## src/rtl/bilinear_interp_core_mc.sv

```systemverilog
// Four-stage bilinear interpolator, CHANNELS colour channels sharing one set of X/Y weights.
// Define BI_INTERP_ROUND_EN for round-half-up; otherwise results are floored. Both builds clamp.
module bilinear_interp_core_mc #(
  parameter int unsigned CHANNELS = 3,
  parameter int unsigned DATA_W   = 8,
  parameter int unsigned SCALE_FW = 8,
  parameter int unsigned USER_W   = 2
) (
  input  logic                         clk,
  input  logic                         rst,
  input  logic [CHANNELS*DATA_W-1:0]   i_pix_00,
  input  logic [CHANNELS*DATA_W-1:0]   i_pix_01,
  input  logic [CHANNELS*DATA_W-1:0]   i_pix_10,
  input  logic [CHANNELS*DATA_W-1:0]   i_pix_11,
  input  logic [SCALE_FW-1:0]          i_offset_x,
  input  logic [SCALE_FW-1:0]          i_offset_y,
  input  logic [USER_W-1:0]            i_user,
  input  logic                         i_valid,
  output logic                         o_ready,
  output logic                         o_valid,
  input  logic                         i_ready,
  output logic [CHANNELS*DATA_W-1:0]   o_pix,
  output logic [USER_W-1:0]            o_user
);

  localparam int unsigned PW = CHANNELS * DATA_W;
  localparam int unsigned WW = SCALE_FW + 1;
  localparam int unsigned LW = DATA_W + SCALE_FW + 1;
  localparam int unsigned AW = DATA_W + 2 * SCALE_FW + 2;
  localparam logic [WW-1:0] One    = WW'(1) << SCALE_FW;
  localparam logic [AW:0]   MaxPix = (AW + 1)'((2 ** DATA_W) - 1);
`ifdef BI_INTERP_ROUND_EN
  localparam logic [AW:0]   RoundK = (AW + 1)'(1) << (2 * SCALE_FW - 1);
`else
  localparam logic [AW:0]   RoundK = '0;
`endif

  logic advance;

  logic                          s1_valid_q, s1_valid_d;
  logic [PW-1:0]                 s1_p00_q, s1_p00_d, s1_p01_q, s1_p01_d;
  logic [PW-1:0]                 s1_p10_q, s1_p10_d, s1_p11_q, s1_p11_d;
  logic [WW-1:0]                 s1_wx0_q, s1_wx0_d, s1_wx1_q, s1_wx1_d;
  logic [WW-1:0]                 s1_wy0_q, s1_wy0_d, s1_wy1_q, s1_wy1_d;
  logic [USER_W-1:0]             s1_user_q, s1_user_d;

  logic                          s2_valid_q, s2_valid_d;
  logic [CHANNELS-1:0][LW-1:0]   s2_line0_q, s2_line0_d, s2_line1_q, s2_line1_d;
  logic [WW-1:0]                 s2_wy0_q, s2_wy0_d, s2_wy1_q, s2_wy1_d;
  logic [USER_W-1:0]             s2_user_q, s2_user_d;

  logic                          s3_valid_q, s3_valid_d;
  logic [CHANNELS-1:0][AW-1:0]   s3_acc_q, s3_acc_d;
  logic [USER_W-1:0]             s3_user_q, s3_user_d;

  logic                          s4_valid_q, s4_valid_d;
  logic [PW-1:0]                 s4_pix_q, s4_pix_d;
  logic [USER_W-1:0]             s4_user_q, s4_user_d;

  logic [AW:0]                   rsum, rshift;

  // The whole pipeline moves as one; a stalled output freezes every stage.
  always_comb begin
    advance = i_ready | ~s4_valid_q;
    o_ready = advance;
    o_valid = s4_valid_q;
    o_pix   = s4_pix_q;
    o_user  = s4_user_q;
  end

  always_comb begin
    s1_valid_d = s1_valid_q;  s1_user_d = s1_user_q;
    s1_p00_d   = s1_p00_q;    s1_p01_d  = s1_p01_q;
    s1_p10_d   = s1_p10_q;    s1_p11_d  = s1_p11_q;
    s1_wx0_d   = s1_wx0_q;    s1_wx1_d  = s1_wx1_q;
    s1_wy0_d   = s1_wy0_q;    s1_wy1_d  = s1_wy1_q;
    s2_valid_d = s2_valid_q;  s2_user_d = s2_user_q;
    s2_line0_d = s2_line0_q;  s2_line1_d = s2_line1_q;
    s2_wy0_d   = s2_wy0_q;    s2_wy1_d  = s2_wy1_q;
    s3_valid_d = s3_valid_q;  s3_user_d = s3_user_q;
    s3_acc_d   = s3_acc_q;
    s4_valid_d = s4_valid_q;  s4_user_d = s4_user_q;
    s4_pix_d   = s4_pix_q;
    rsum       = '0;
    rshift     = '0;
    if (advance) begin
      s1_valid_d = i_valid;
      s1_user_d  = i_user;
      s1_p00_d   = i_pix_00;
      s1_p01_d   = i_pix_01;
      s1_p10_d   = i_pix_10;
      s1_p11_d   = i_pix_11;
      s1_wx1_d   = WW'(i_offset_x);
      s1_wx0_d   = One - WW'(i_offset_x);
      s1_wy1_d   = WW'(i_offset_y);
      s1_wy0_d   = One - WW'(i_offset_y);

      s2_valid_d = s1_valid_q;
      s2_user_d  = s1_user_q;
      s2_wy0_d   = s1_wy0_q;
      s2_wy1_d   = s1_wy1_q;
      s3_valid_d = s2_valid_q;
      s3_user_d  = s2_user_q;
      s4_valid_d = s3_valid_q;
      s4_user_d  = s3_user_q;
      for (int c = 0; c < CHANNELS; c++) begin
        s2_line0_d[c] = LW'(s1_p00_q[c*DATA_W +: DATA_W]) * LW'(s1_wx0_q)
                      + LW'(s1_p01_q[c*DATA_W +: DATA_W]) * LW'(s1_wx1_q);
        s2_line1_d[c] = LW'(s1_p10_q[c*DATA_W +: DATA_W]) * LW'(s1_wx0_q)
                      + LW'(s1_p11_q[c*DATA_W +: DATA_W]) * LW'(s1_wx1_q);
        s3_acc_d[c]   = AW'(s2_line0_q[c]) * AW'(s2_wy0_q)
                      + AW'(s2_line1_q[c]) * AW'(s2_wy1_q);
        rsum          = {1'b0, s3_acc_q[c]} + RoundK;
        rshift        = rsum >> (2 * SCALE_FW);
        s4_pix_d[c*DATA_W +: DATA_W] = (rshift > MaxPix) ? {DATA_W{1'b1}}
                                                         : rshift[DATA_W-1:0];
      end
    end
  end

  always_ff @(posedge clk) begin
    if (rst) begin
      s1_valid_q <= 1'b0;  s1_user_q <= '0;
      s1_p00_q   <= '0;    s1_p01_q  <= '0;
      s1_p10_q   <= '0;    s1_p11_q  <= '0;
      s1_wx0_q   <= '0;    s1_wx1_q  <= '0;
      s1_wy0_q   <= '0;    s1_wy1_q  <= '0;
      s2_valid_q <= 1'b0;  s2_user_q <= '0;
      s2_line0_q <= '0;    s2_line1_q <= '0;
      s2_wy0_q   <= '0;    s2_wy1_q  <= '0;
      s3_valid_q <= 1'b0;  s3_user_q <= '0;
      s3_acc_q   <= '0;
      s4_valid_q <= 1'b0;  s4_user_q <= '0;
      s4_pix_q   <= '0;
    end else begin
      s1_valid_q <= s1_valid_d;  s1_user_q <= s1_user_d;
      s1_p00_q   <= s1_p00_d;    s1_p01_q  <= s1_p01_d;
      s1_p10_q   <= s1_p10_d;    s1_p11_q  <= s1_p11_d;
      s1_wx0_q   <= s1_wx0_d;    s1_wx1_q  <= s1_wx1_d;
      s1_wy0_q   <= s1_wy0_d;    s1_wy1_q  <= s1_wy1_d;
      s2_valid_q <= s2_valid_d;  s2_user_q <= s2_user_d;
      s2_line0_q <= s2_line0_d;  s2_line1_q <= s2_line1_d;
      s2_wy0_q   <= s2_wy0_d;    s2_wy1_q  <= s2_wy1_d;
      s3_valid_q <= s3_valid_d;  s3_user_q <= s3_user_d;
      s3_acc_q   <= s3_acc_d;
      s4_valid_q <= s4_valid_d;  s4_user_q <= s4_user_d;
      s4_pix_q   <= s4_pix_d;
    end
  end

endmodule

```

## config.mk

```make
export PLATFORM = sky130hd
export DESIGN_NAME = bilinear_interp_core_mc
export DESIGN_NICKNAME = d
export VERILOG_FILES = /design/src/rtl/bilinear_interp_core_mc.sv
export SDC_FILE = /design/constraint.sdc
export NUM_CORES = 2
export LEC_CHECK = 0
export CAP_MARGIN = 20
export CORE_MARGIN = 3
export CORE_UTILIZATION = 45
export CTS_BUF_LIST = sky130_fd_sc_hd__clkbuf_2
export DETAILED_ROUTE_END_ITERATION = 10
export GPL_ROUTABILITY_DRIVEN = 0
export HOLD_SLACK_MARGIN = 0.15
export PLACE_DENSITY = 0.67
export SLEW_MARGIN = 15
export SYNTH_ARGS = -nofsm -noshare
export SYNTH_HDL_FRONTEND = slang
export SYNTH_SLANG_ARGS = --single-unit
```

## constraint.sdc

```tcl
create_clock -name clk -period 7.1 [get_ports clk]
set_input_delay 0.71 -clock clk [delete_from_list [all_inputs] [get_ports clk]]
set_output_delay 0.71 -clock clk [all_outputs]
set_load 0.01 [all_outputs]
```

==> run_results.csv <==
group,metric,value,unit
run_status,status,"complete, no violations",
clocking,cts_buffers,87,
detailed_routing,dr_wl_met3,14.3,mm
sta,rsz0062_at_grt,"no",
clocking,clkSinkCount,312,
sta,skew,82.8,ps
sta,setup_tns,0,ps
synthesis,yosys_warnings,0,
grt,grt_pass1_wl,284,mm
sta,timing.final.crit_period,6790,ps
critical_path,crit_family,"adder cells",
finish,fillerInstances,13300,
detailed_routing,met2WireLength,80.5,mm
detailed_routing,wire_per_inst,18.3,um
critical_path,cp-start-kind,"flip-flop",
power,p_leak,35.8,nW
critical_path,cpPeakStageDelay,760,ps
sta,final_hold_viol_count,0,
synthesis,synth_nets,9549,
critical_path,cpMostUsedCell,"fa_1",
synthesis,synth_cell_type_count,59,
detailed_routing,dr_total_vias,48800,
critical_path,crit_buf_inv,5,
sta,setup_violations,0,
synthesis,syn_area,0.0644,mm2
synthesis,synth_edf_count,0,
clocking,clk_latency,1380,ps
detailed_routing,drc,0,
clocking,cts_tree,"yes",
place,portBuffers,145,
sta,finalCritPeriodShare,95.7,%
critical_path,critPathSlowestCell,"dfxtp_1",
grt,track_usage,24.4,%
flow_run,drv_cap,0,
synthesis,ys_async_sr_fraction,0,%
floorplan,die_w,384,um
finish,drive_gt1_share,4.02,%
floorplan,io_pins,146,
synthesis,synth_top_area_share,41.3,%
power,power_density,129,mW/mm2
synthesis,synth_area_leaders,"fa_1 41%, ha_1 12%, inv_1 9.9%, dfxtp_1 9.7%, nand2_1 8.1%",
floorplan,initial_core_util,45.4,%
place,dp.cells,9197,
place,post-place-ws,256,ps
detailed_routing,vias_per_cell,5.15,
critical_path,path_cells,"buf_12 > and2_1 > fa_1 > inv_1 > fa_1 > fa_1 > inv_1 > fa_1 > fa_1 > inv_1 > fa_1 > inv_1 > ha_1 > a21o_1 > a21o_1 > a211oi_1 > o21a_1 > a21oi_1 > o31a_1 > or3_1 > a32o_1",
finish,area_growth,8.44,%
clocking,clkSlewWorstSetupHoldPaths,110,ps
finish,layout.nets,9588,
sta,tightest_slew,1100,ps
floorplan,core_area,0.142,mm2
detailed_routing,firstDrtPassIters,6,
grt,overflow,0,
synthesis,yosysTopAreaCell,"fa_1",
place,dp_hpwl,139,mm
grt,first_global_vias,53000,
synthesis,syn-instance-count,7473,
sta,slew_headroom,26.4,%
synthesis,avgSynthCellArea,8.62,um2
detailed_routing,wirelength,174,mm
synthesis,yosys_register_bits,312,
detailed_routing,wl_met1,71.4,mm
synthesis,ys_seq_area_share,9.70,%
critical_path,crit_arrival,8010,ps
clocking,cts-root-buf,"clkbuf_2",
sta,fmax,0.147,GHz
hold_path,hold_class,"input port to flip-flop",
detailed_routing,topRoutingLayerUsed,"met5",
floorplan,dieArea,0.148,mm2
sta,slew_violations,0,
synthesis,ys.flop_type,"dfxtp_1",
critical_path,required,8310,ps
critical_path,path_class,"flip-flop to flip-flop",
grt,grt_max_degree,169,
clocking,clk_path_buf_depth,3,
clocking,cts-htree-levels,3,
synthesis,synth_most_common_cell,"inv_1",
critical_path,cp_max_fo,36,
detailed_routing,initialDrtViolationCount,3139,
floorplan,fp-row-count,138,
critical_path,cp-end-kind,"flip-flop",
grt,antenna_found_initial,10,
floorplan,die_h,384,um
finish,instances_no_fill,9474,
detailed_routing,drtAntennaViolNets,0,
synthesis,netlist_top_cells_count,"1,702 x inv_1, 1,389 x nand2_1, 1,329 x fa_1, 808 x and2_1, 629 x ha_1",
power,ir_drop,0.144,mV
sta,setup_ws,309,ps
## path summary, 6_finish.rpt
path | startpoint | depth (start not counted) | end | slack (ps)
worst min register to register | s3_acc_q[17] | 2 | s3_acc_q[17] | 460
worst max-delay path | s2_wy0_q[7] | 21 | s3_acc_q[49] | 310
worst min-delay path | rst | 3 | s2_line0_q[43] | 340
worst max register to register | s2_wy0_q[7] | 21 | s3_acc_q[49] | 310
## state kept, by name (all words and copies together) (netlist names), 9 cells and up
name,count
s2_line0_q,51
s1_p01_q,24
s2_line1_q,51
s3_acc_q,30
o_pix,24
s1_wy0_q,9
s1_p00_q,24
s1_wx0_q,9
s2_wy0_q,9
s1_p10_q,24
s1_p11_q,24
## timing repair
| item | CTS | global route |
|---|---|---|
| gates resized for setup | 0 | 6 |
| buffers inserted | 0 | 0 |
| setup endpoints to repair | 0 | 6 |
| hold endpoints to repair | 195 | 0 |
| hold buffers | 116 | 0 |
## final cells by class
class / instances / area [um2] / share of cell area [%]
diodes: 3 / 7.51 / 0.0107
clock buffers: 124 / 621 / 0.889
clock inverters: 34 / 210 / 0.301
inverters: 1702 / 6400 / 9.16
multi-input cells: 5032 / 50200 / 71.9
flip-flops and latches: 312 / 6280 / 8.99
well taps: 1890 / 2360 / 3.39
repair buffers: 377 / 3760 / 5.39
## cells by family (layout without fill, tap and decap cells)
| kind of cell | after synthesis | after routing | synth area share (%) |
|---|---|---|---|
| AND/OR/NAND/NOR | 2415 | 2415 | 17.7 |
| buffers and inverters | 2129 | 2237 | 12.4 |
| adder cells (fa/ha/maj) | 1958 | 1958 | 53.5 |
| AO/OA/AOI/OAI | 546 | 546 | 5.13 |
| flip-flops | 312 | 312 | 9.70 |
| XOR/XNOR | 113 | 113 | 1.54 |
| other | 0 | 3 | 0 |
## power breakdown
| group | leakage [nW] | internal [mW] | switching, mW | total [mW] |
|---|---|---|---|---|
| Clock | 0.622 | 0.554 | 0.919 | 1.47 |
| Sequential | 2.58 | 1.97 | 0.645 | 2.62 |
| Combinational | 32.6 | 2.02 | 2.88 | 4.91 |
## cells in the final DEF (no fill, tap or decap), drive strengths merged, types with 38 or more instances in the layout
cell type,count
clkdlybuf4s50,144
dfxtp,312
dlygate4sd3,116
ha,629
xnor2,63
fa,1329
clkbuf,124
and2,808
a21o,40
xor2,50
inv,1703
a21oi,289
nand2,1389
buf,117
o21ai,64
nor2,71
or3,38
## layer usage
layer  track usage [%]  vias to the layer above
met4              10.1                        4
met3              5.14                      343
met5                 0                        -
met2              39.7                     1695
met1              31.7                    24700
li1                  -                    22100
## worst register-to-register path, delay by kind of cell, from the launching register on
kind	cells	cell delay, ps
buf+inv	5	540
fa+ha+maj	7	3120
simple gates	2	510
compound gates	7	1700
flops	1	760
## through the flow
stage | utilization (%) | instance area, um2 | hold slack [ps] | total power, mW
2_1_floorplan | - | 64400 | 426 | 5.70
3_3_place_gp | 47.8 | 67800 | 439 | 7.30
3_5_place_dp | 47.8 | 67800 | 444 | 7.44
4_1_cts | 49.2 | 69800 | 205 | 9.01
5_1_grt | 49.3 | 69800 | 285 | 9.84
6_report | 49.3 | 69800 | 337 | 9.00
No activity file was read; power rests on OpenSTA's default activity.
